`src/rtl/mc_ctrl_pkg.sv`:
```
// Shared encodings for the multi-cycle control unit: opcodes, FSM states,
// and the datapath mux/ALU select codes it drives.
package mc_ctrl_pkg;

  localparam logic [5:0] OP_ADD   = 6'b000000;
  localparam logic [5:0] OP_SUB   = 6'b000001;
  localparam logic [5:0] OP_ADDIU = 6'b000010;
  localparam logic [5:0] OP_AND   = 6'b010000;
  localparam logic [5:0] OP_ANDI  = 6'b010001;
  localparam logic [5:0] OP_ORI   = 6'b010010;
  localparam logic [5:0] OP_SLT   = 6'b100110;
  localparam logic [5:0] OP_SLTI  = 6'b100111;
  localparam logic [5:0] OP_SW    = 6'b110000;
  localparam logic [5:0] OP_LW    = 6'b110001;
  localparam logic [5:0] OP_BEQ   = 6'b110100;
  localparam logic [5:0] OP_BNE   = 6'b110101;
  localparam logic [5:0] OP_BLTZ  = 6'b110110;
  localparam logic [5:0] OP_J     = 6'b111000;
  localparam logic [5:0] OP_JR    = 6'b111001;
  localparam logic [5:0] OP_JAL   = 6'b111010;
  localparam logic [5:0] OP_HALT  = 6'b111111;

  localparam logic [2:0] ST_IF    = 3'b000;
  localparam logic [2:0] ST_ID    = 3'b001;
  localparam logic [2:0] ST_EXE   = 3'b010;
  localparam logic [2:0] ST_MEM   = 3'b011;
  localparam logic [2:0] ST_WB_AL = 3'b100;
  localparam logic [2:0] ST_WB_LD = 3'b101;
  localparam logic [2:0] ST_HALT  = 3'b111;

  localparam logic [2:0] ALU_ADD = 3'b000;
  localparam logic [2:0] ALU_SUB = 3'b001;
  localparam logic [2:0] ALU_SLT = 3'b010;
  localparam logic [2:0] ALU_OR  = 3'b100;
  localparam logic [2:0] ALU_AND = 3'b101;

  localparam logic [1:0] PCSRC_SEQ    = 2'b00;
  localparam logic [1:0] PCSRC_BRANCH = 2'b01;
  localparam logic [1:0] PCSRC_REG    = 2'b10;
  localparam logic [1:0] PCSRC_JUMP   = 2'b11;

  localparam logic [1:0] REGDST_RA = 2'b00;
  localparam logic [1:0] REGDST_RT = 2'b01;
  localparam logic [1:0] REGDST_RD = 2'b10;

  typedef struct packed {
    logic isRtype;
    logic isImm;
    logic isLoad;
    logic isStore;
    logic isBranch;
    logic isJump;
    logic isHalt;
    logic isUndef;
  } opClass_t;

endpackage

```
`src/rtl/mc_ctrl_unit_if.sv`:
```
// Control-unit <-> datapath bundle: IR/ALU status in, enables and selects out.
interface mc_ctrl_unit_if;
  logic [5:0] opcode;
  logic       zero;
  logic       sign;
  logic [2:0] state;
  logic       PCWre;
  logic       IRWre;
  logic       InsMemRW;
  logic       RegWre;
  logic [1:0] RegDst;
  logic       WrRegDSrc;
  logic       DBDataSrc;
  logic       ALUSrcB;
  logic       ExtSel;
  logic [2:0] ALUOp;
  logic [1:0] PCSrc;
  logic       mRD;
  logic       mWR;

  modport master (
    input  opcode, zero, sign,
    output state, PCWre, IRWre, InsMemRW, RegWre, RegDst, WrRegDSrc,
           DBDataSrc, ALUSrcB, ExtSel, ALUOp, PCSrc, mRD, mWR
  );

  modport slave (
    output opcode, zero, sign,
    input  state, PCWre, IRWre, InsMemRW, RegWre, RegDst, WrRegDSrc,
           DBDataSrc, ALUSrcB, ExtSel, ALUOp, PCSrc, mRD, mWR
  );
endinterface

```
`src/rtl/mc_op_decode.sv`:
```
// Purely combinational opcode classifier plus the opcode-only ALU controls.
module mc_op_decode
  import mc_ctrl_pkg::*;
(
  input  logic [5:0] opcode,
  output opClass_t   opClass,
  output logic [2:0] aluOp,
  output logic       extSel,
  output logic       aluSrcB
);

  always_comb begin
    opClass = '0;
    aluOp   = ALU_ADD;
    extSel  = 1'b1;
    aluSrcB = 1'b0;
    case (opcode)
      OP_ADD:   opClass.isRtype = 1'b1;
      OP_SUB:   begin opClass.isRtype = 1'b1; aluOp = ALU_SUB; end
      OP_AND:   begin opClass.isRtype = 1'b1; aluOp = ALU_AND; end
      OP_SLT:   begin opClass.isRtype = 1'b1; aluOp = ALU_SLT; end
      OP_ADDIU: begin opClass.isImm = 1'b1; aluSrcB = 1'b1; end
      OP_ANDI:  begin opClass.isImm = 1'b1; aluSrcB = 1'b1; aluOp = ALU_AND; extSel = 1'b0; end
      OP_ORI:   begin opClass.isImm = 1'b1; aluSrcB = 1'b1; aluOp = ALU_OR;  extSel = 1'b0; end
      OP_SLTI:  begin opClass.isImm = 1'b1; aluSrcB = 1'b1; aluOp = ALU_SLT; end
      OP_LW:    begin opClass.isLoad = 1'b1;  aluSrcB = 1'b1; end
      OP_SW:    begin opClass.isStore = 1'b1; aluSrcB = 1'b1; end
      // bltz compares rs against $0, so the same subtract serves all branches
      OP_BEQ, OP_BNE, OP_BLTZ: begin opClass.isBranch = 1'b1; aluOp = ALU_SUB; end
      OP_J, OP_JR, OP_JAL:     opClass.isJump = 1'b1;
      OP_HALT:  opClass.isHalt = 1'b1;
      default:  opClass.isUndef = 1'b1;
    endcase
  end

endmodule

```
`src/rtl/mc_ctrl_unit.sv`:
```
// Moore-style multi-cycle controller: IF/ID/EXE/MEM/WB sequencing with
// opcode-qualified enables; only PCSrc looks at the ALU zero/sign flags.
module mc_ctrl_unit
  import mc_ctrl_pkg::*;
(
  input  logic          CLK,
  input  logic          Reset,
  mc_ctrl_unit_if.master bus
);

  logic [2:0] stateR;
  logic [2:0] stateNxt;
  opClass_t   opClass;
  logic [2:0] decAluOp;
  logic       decExtSel;
  logic       decAluSrcB;
  logic       branchTaken;
  logic       isArith;

  mc_op_decode uDecode (
    .opcode  (bus.opcode),
    .opClass (opClass),
    .aluOp   (decAluOp),
    .extSel  (decExtSel),
    .aluSrcB (decAluSrcB)
  );

  assign isArith     = opClass.isRtype | opClass.isImm;
  assign branchTaken = ((bus.opcode == OP_BEQ)  &  bus.zero) |
                       ((bus.opcode == OP_BNE)  & ~bus.zero) |
                       ((bus.opcode == OP_BLTZ) &  bus.sign);

  always_ff @(posedge CLK) begin
    if (Reset) stateR <= ST_IF;
    else       stateR <= stateNxt;
  end

  always_comb begin
    stateNxt = ST_IF;
    case (stateR)
      ST_IF:  stateNxt = ST_ID;
      ST_ID: begin
        if (opClass.isHalt)                            stateNxt = ST_HALT;
        else if (opClass.isJump || opClass.isUndef)    stateNxt = ST_IF;
        else                                           stateNxt = ST_EXE;
      end
      ST_EXE: begin
        if (opClass.isLoad || opClass.isStore) stateNxt = ST_MEM;
        else if (isArith)                      stateNxt = ST_WB_AL;
        else                                   stateNxt = ST_IF;
      end
      ST_MEM:  stateNxt = opClass.isLoad ? ST_WB_LD : ST_IF;
      ST_HALT: stateNxt = ST_HALT;
      default: stateNxt = ST_IF;
    endcase
  end

  // Output gating; Reset suppresses every write-type strobe.
  always_comb begin
    bus.state     = stateR;
    bus.InsMemRW  = (stateR == ST_IF);
    bus.PCWre     = 1'b0;
    bus.IRWre     = 1'b0;
    bus.RegWre    = 1'b0;
    bus.RegDst    = REGDST_RA;
    bus.WrRegDSrc = 1'b0;
    bus.DBDataSrc = 1'b0;
    bus.ALUSrcB   = 1'b0;
    bus.ExtSel    = 1'b0;
    bus.ALUOp     = ALU_ADD;
    bus.PCSrc     = PCSRC_SEQ;
    bus.mRD       = 1'b0;
    bus.mWR       = 1'b0;
    if (!Reset) begin
      bus.ALUSrcB = decAluSrcB;
      bus.ExtSel  = decExtSel;
      bus.ALUOp   = decAluOp;
      case (stateR)
        ST_IF: bus.IRWre = 1'b1;
        ST_ID: begin
          if (opClass.isJump || opClass.isUndef) begin
            bus.PCWre = 1'b1;
            if (bus.opcode == OP_JR)                         bus.PCSrc = PCSRC_REG;
            else if (bus.opcode == OP_J || bus.opcode == OP_JAL) bus.PCSrc = PCSRC_JUMP;
          end
          // jal links PC+4 into $31 during the same cycle the PC jumps
          if (bus.opcode == OP_JAL) bus.RegWre = 1'b1;
        end
        ST_EXE: begin
          if (opClass.isBranch) begin
            bus.PCWre = 1'b1;
            bus.PCSrc = branchTaken ? PCSRC_BRANCH : PCSRC_SEQ;
          end
        end
        ST_MEM: begin
          bus.mRD   = opClass.isLoad;
          bus.mWR   = opClass.isStore;
          bus.PCWre = opClass.isStore;
        end
        ST_WB_AL: begin
          bus.PCWre     = 1'b1;
          bus.RegWre    = 1'b1;
          bus.WrRegDSrc = 1'b1;
          bus.RegDst    = opClass.isRtype ? REGDST_RD : REGDST_RT;
        end
        ST_WB_LD: begin
          bus.PCWre     = 1'b1;
          bus.RegWre    = 1'b1;
          bus.WrRegDSrc = 1'b1;
          bus.DBDataSrc = 1'b1;
          bus.RegDst    = REGDST_RT;
          bus.mRD       = 1'b1;
        end
        default: ;
      endcase
    end
  end

endmodule

```
`src/flat_wrapper.sv`:
```
// flat-port wrapper written by rule: the top's interface ports become plain ports
module mc_ctrl_unit_flat import mc_ctrl_pkg::*;
  (CLK, Reset, bus_opcode, bus_zero, bus_sign, bus_state, bus_PCWre, bus_IRWre, bus_InsMemRW, bus_RegWre, bus_RegDst, bus_WrRegDSrc, bus_DBDataSrc, bus_ALUSrcB, bus_ExtSel, bus_ALUOp, bus_PCSrc, bus_mRD, bus_mWR);
  mc_ctrl_unit_if bus_i ();
  input  logic CLK;
  input  logic Reset;
  input wire logic [$bits(bus_i.opcode)-1:0] bus_opcode;
  input wire logic [$bits(bus_i.zero)-1:0] bus_zero;
  input wire logic [$bits(bus_i.sign)-1:0] bus_sign;
  output wire logic [$bits(bus_i.state)-1:0] bus_state;
  output wire logic [$bits(bus_i.PCWre)-1:0] bus_PCWre;
  output wire logic [$bits(bus_i.IRWre)-1:0] bus_IRWre;
  output wire logic [$bits(bus_i.InsMemRW)-1:0] bus_InsMemRW;
  output wire logic [$bits(bus_i.RegWre)-1:0] bus_RegWre;
  output wire logic [$bits(bus_i.RegDst)-1:0] bus_RegDst;
  output wire logic [$bits(bus_i.WrRegDSrc)-1:0] bus_WrRegDSrc;
  output wire logic [$bits(bus_i.DBDataSrc)-1:0] bus_DBDataSrc;
  output wire logic [$bits(bus_i.ALUSrcB)-1:0] bus_ALUSrcB;
  output wire logic [$bits(bus_i.ExtSel)-1:0] bus_ExtSel;
  output wire logic [$bits(bus_i.ALUOp)-1:0] bus_ALUOp;
  output wire logic [$bits(bus_i.PCSrc)-1:0] bus_PCSrc;
  output wire logic [$bits(bus_i.mRD)-1:0] bus_mRD;
  output wire logic [$bits(bus_i.mWR)-1:0] bus_mWR;
  assign bus_i.opcode = bus_opcode;
  assign bus_i.zero = bus_zero;
  assign bus_i.sign = bus_sign;
  assign bus_state = bus_i.state;
  assign bus_PCWre = bus_i.PCWre;
  assign bus_IRWre = bus_i.IRWre;
  assign bus_InsMemRW = bus_i.InsMemRW;
  assign bus_RegWre = bus_i.RegWre;
  assign bus_RegDst = bus_i.RegDst;
  assign bus_WrRegDSrc = bus_i.WrRegDSrc;
  assign bus_DBDataSrc = bus_i.DBDataSrc;
  assign bus_ALUSrcB = bus_i.ALUSrcB;
  assign bus_ExtSel = bus_i.ExtSel;
  assign bus_ALUOp = bus_i.ALUOp;
  assign bus_PCSrc = bus_i.PCSrc;
  assign bus_mRD = bus_i.mRD;
  assign bus_mWR = bus_i.mWR;
  mc_ctrl_unit u_core (.CLK(CLK), .Reset(Reset), .bus(bus_i));
endmodule
```
`config.mk`:
```
export PLATFORM = sky130hd
export DESIGN_NAME = mc_ctrl_unit_flat
export DESIGN_NICKNAME = d
export VERILOG_FILES = /design/src/rtl/mc_ctrl_pkg.sv /design/src/rtl/mc_ctrl_unit_if.sv /design/src/rtl/mc_op_decode.sv /design/src/rtl/mc_ctrl_unit.sv /design/src/flat_wrapper.sv
export SDC_FILE = /design/constraint.sdc
export NUM_CORES = 1
export LEC_CHECK = 0
export ABC_CLOCK_PERIOD_IN_PS = 4600
export CORE_MARGIN = 1
export CORE_UTILIZATION = 46
export DETAILED_ROUTE_END_ITERATION = 7
export GPL_TIMING_DRIVEN = 1
export PLACE_DENSITY = 0.94
export SETUP_SLACK_MARGIN = 0.15
export SLEW_MARGIN = 5
export SYNTH_ARGS = -nofsm -noshare
export SYNTH_HDL_FRONTEND = slang
export SYNTH_HIERARCHICAL = 1
export SYNTH_SLANG_ARGS = --single-unit
```
`constraint.sdc`:
```
create_clock -name CLK -period 4.6 [get_ports CLK]
set_clock_uncertainty 0.15 [all_clocks]
set_input_delay 0.69 -clock CLK [delete_from_list [all_inputs] [get_ports CLK]]
set_output_delay 0.69 -clock CLK [all_outputs]
set_load 0.05 [all_outputs]
```
==> results of run 1 <==
==> layer usage <==
metal	track usage (%)	up-vias
met5	0	-
met4	11.88	0
met3	4.741	4
met2	44.92	53
met1	32.28	420
li1	-	457
==> kinds of logic after synthesis <==
family / count (synthesis) / share of synthesized area, %
simple gates: 59 / 50.76
xor+xnor: 3 / 3.518
buf+inv: 15 / 10.72
compound gates: 28 / 26.97
flops: 3 / 8.041
==> area by class of cell <==
cell class | count | area, µm²
sequential | 3 | 60.06
fill | 122 | 445.4
multi-input combinational | 90 | 606.8
tap | 16 | 20.02
timing repair buffer | 34 | 325.3
inverter | 6 | 22.52
clock buffer | 4 | 26.28
==> cells in the final DEF, fill, tap and decap left out, types with 2 or more instances in the layout <==
| master | Yosys | layout |
|---|---|---|
| xor2_1 | 2 | 2 |
| nand2b_1 | 5 | 5 |
| nor4_1 | 4 | 4 |
| inv_2 | 3 | 3 |
| clkdlybuf4s50_1 | 0 | 28 |
| or4_1 | 2 | 2 |
| dfxtp_1 | 3 | 3 |
| a21oi_1 | 5 | 5 |
| inv_1 | 3 | 3 |
| clkbuf_4 | 0 | 3 |
| o211ai_1 | 2 | 2 |
| nand3_1 | 3 | 3 |
| o21ai_1 | 2 | 2 |
| nor3_1 | 7 | 7 |
| o21ai_0 | 3 | 3 |
| a31oi_1 | 3 | 3 |
| a211oi_1 | 2 | 2 |
| nor2b_1 | 7 | 7 |
| or2_2 | 2 | 2 |
| nand4b_1 | 3 | 3 |
| nor2_1 | 7 | 7 |
| nand2_1 | 3 | 3 |
| buf_4 | 3 | 6 |
| o21a_1 | 3 | 3 |
==> synthesized netlist by cell type (4+ instances only) <==
library cell  n  area [µm²]
a21oi_1       5       25.02
nor4_1        4       25.02
buf_2         4       20.02
nor2_1        7       26.28
nor3_1        7       35.03
nand2b_1      5       31.28
nor2b_1       7       43.79
==> tightest hold or removal path, stage by stage (launching register included) <==
cell     delay [ns]
dfxtp_1        0.42
o21ai_1        0.13
a21oi_1        0.07
==> worst min-delay path by stage <==
stage / slack [ns] / endpoint / from / depth (start not counted)
5_1_grt: 0.55 / u_core/bus.state[2] / u_core/bus.state[0] / 2
2_1_floorplan: 0.74 / u_core/bus.state[2] / u_core/bus.state[0] / 3
6_report: 0.51 / u_core/bus.state[2] / u_core/bus.state[0] / 2
4_1_cts: 0.50 / u_core/bus.state[2] / u_core/bus.state[0] / 2
3_3_place_gp: 0.50 / u_core/bus.state[2] / u_core/bus.state[0] / 2
3_5_place_dp: 0.50 / u_core/bus.state[2] / u_core/bus.state[0] / 2
==> power by group through the flow <==
stage,clock network (W),logic (W),registers [W]
4_1_cts,0.0000467,0.0000823,0.0000319
2_1_floorplan,0,0.0000522,0.0000338
5_1_grt,0.0000521,0.0000885,0.0000323
3_5_place_dp,0,0.0000819,0.0000322
3_3_place_gp,0,0.0000797,0.0000321
6_report,0.0000452,0.0000831,0.0000320
==> stage by stage <==
step	setup WS (ns)	total power [W]	area (µm²)
5_1_grt	0.2057	0.0001730	1061
6_report	0.3580	0.0001603	1061
3_3_place_gp	0.4365	0.0001118	1035
3_5_place_dp	0.3782	0.0001140	1035
2_1_floorplan	1.134	0.00008597	747.0
4_1_cts	0.3733	0.0001609	1061
==> flow_summary.yaml, run 1 <==
clock_tree:
  ctsHoldBuffers: 0
  clock_latency_ns: 0.23
  numCtsBuffers: 3
  cts.clk_slew.worst_paths_ns: 0.04
  tritoncts: "done"
  post-cts-setup-buffers: 0
  clk_path_buf_depth: 2
  cts_resized: 0
  clock_sinks: 3
  cts_root_buffer: "clkbuf_4"
  htreeDepth: 1
yosys:
  yosysWarningCount: 6
  yosysSeqAreaShare_pct: 8.040
  yosys.cell_types.count: 50
  ys_seq_elements: 3
  synth_edf_count: 0
  synth_area_per_cell_um2: 6.916
  syn-cell-area_um2: 747.0
  synthArstFlopShare_pct: 0
  syn_inst: 108
  syn_nets: 118
  synth_ff_type: "dfxtp_1"
sta:
  post-route-period-util_pct: 92.22
  period_minus_slack_ns: 4.242
  timing.slew.headroom_pct: 62.19
  holdWs_ns: 0.5138
  finalMaxSlewViolations: 0
  worst_pin_slew_ns: 0.5654
  finalSetupViolations: 0
  fmaxAchievable_mhz: 235.7
  grt_setup_unrepaired: "no"
  finalHoldViolCount: 0
  setup_tns_ns: 0
critical_path:
  timing.rr.start: "u_core/bus.state[0]"
  start_kind: "input pin"
  crit_chain: "clkdlybuf4s50_1 -> and2_1 -> o21bai_1 -> a31oi_1 -> nor2_1 -> or2_2 -> o32ai_2 -> clkdlybuf4s50_1"
  end_kind: "output port"
  r2r-end: "u_core/bus.state[0]"
  cp_top_family: "buffers and inverters"
  critical_path_class: "input pin to output port"
  path_common_cell: "clkdlybuf4s50_1"
  critPathLaunch: "bus_opcode[1]"
  cp_num_cells: 8
  r2r_cells: 3
  cp_slowest_stage_delay_ns: 0.84
  slowest_stage: "clkdlybuf4s50_1"
  setup.worst_path.end: "bus_PCSrc[0]"
  crit_buf_inv: 2
  worstPathRequired_ns: 3.76
  arrival_ns: 3.40
  r2r_slack_ns: 3.03
  critPathMaxFanout: 16
route:
  ant_nets: 0
  routed-wl-met3_um: 185
  routed_wl_mm: 2.237
  wl_met1_um: 919
  vias_per_cell: 6.105
  drt-wirelength-per-cell_um: 14.62
  vias: 934
  dr_wl_met2_mm: 1.094
  first_pass_iters: 4
  drt_iter0_markers: 38
  drc: 0
  routed.top_layer: "met4"
placement:
  portBuffers: 29
  gp_congestion: 0.8689
  dp_hpwl_mm: 1.689
  placed_cells: 149
pwr:
  p_leak_nw: 0.3754
  irDropWorstVdd_v: 0.0002005
  power.internal_w: 0.00009246
  power_frac_seq_pct: 20.0
  comb_power_share_pct: 51.9
  powerDensity_nw_per_um2: 151.1
  p_sw_share_pct: 42.32
  p_sw_w: 0.00006783
  pwr-share-clk_pct: 28.2
floorplan:
  die_h_um: 42.30
  boundaryPins: 30
  die_area_um2: 1789
  core_um2: 1506
  rows: 14
  die_x_um: 42.30
  start_util_pct: 49.58
grt:
  antenna_found_initial: 0
  grt_pass1_wl_mm: 3.705
  grt_start_max_net_pins: 17
  globalRouteOverflowTotal: 0
  grt_pass1_vias: 827
  grt_use_total_pct: 26.51
outcome:
  outcome: "finished clean"
cells_and_area:
  final_cells: 153
  nets: 148
  largest_reg_flops: 3
  postLayoutCoreUtil_pct: 70.43
  antenna_cells: 0
  drive_gt1_share_pct: 16.79
  synthToLayoutAreaGrowth_pct: 42.04
min_path:
  worstHoldPathType: "flip-flop to flip-flop"
flow_run:
  maxCapViolCount: 0
Power figures use the tool's default switching activity.
==> run 2, diff against run 1 <==
--- a/config.mk
+++ b/config.mk
@@ -6,6 +6,7 @@
 export NUM_CORES = 1
 export LEC_CHECK = 0
 export ABC_CLOCK_PERIOD_IN_PS = 4600
+export CAP_MARGIN = 25
 export CORE_MARGIN = 1
 export CORE_UTILIZATION = 46
 export DETAILED_ROUTE_END_ITERATION = 7
==> results of run 2 <==
No change in the layout: final DEF, timing and power equal those of run 1.
==> run 3, diff against run 2 <==
--- a/config.mk
+++ b/config.mk
@@ -18,3 +18,4 @@
 export SYNTH_HDL_FRONTEND = slang
 export SYNTH_HIERARCHICAL = 1
 export SYNTH_SLANG_ARGS = --single-unit
+export TNS_END_PERCENT = 5
==> results of run 3 <==
No change in the layout: final DEF, timing and power equal those of run 1.
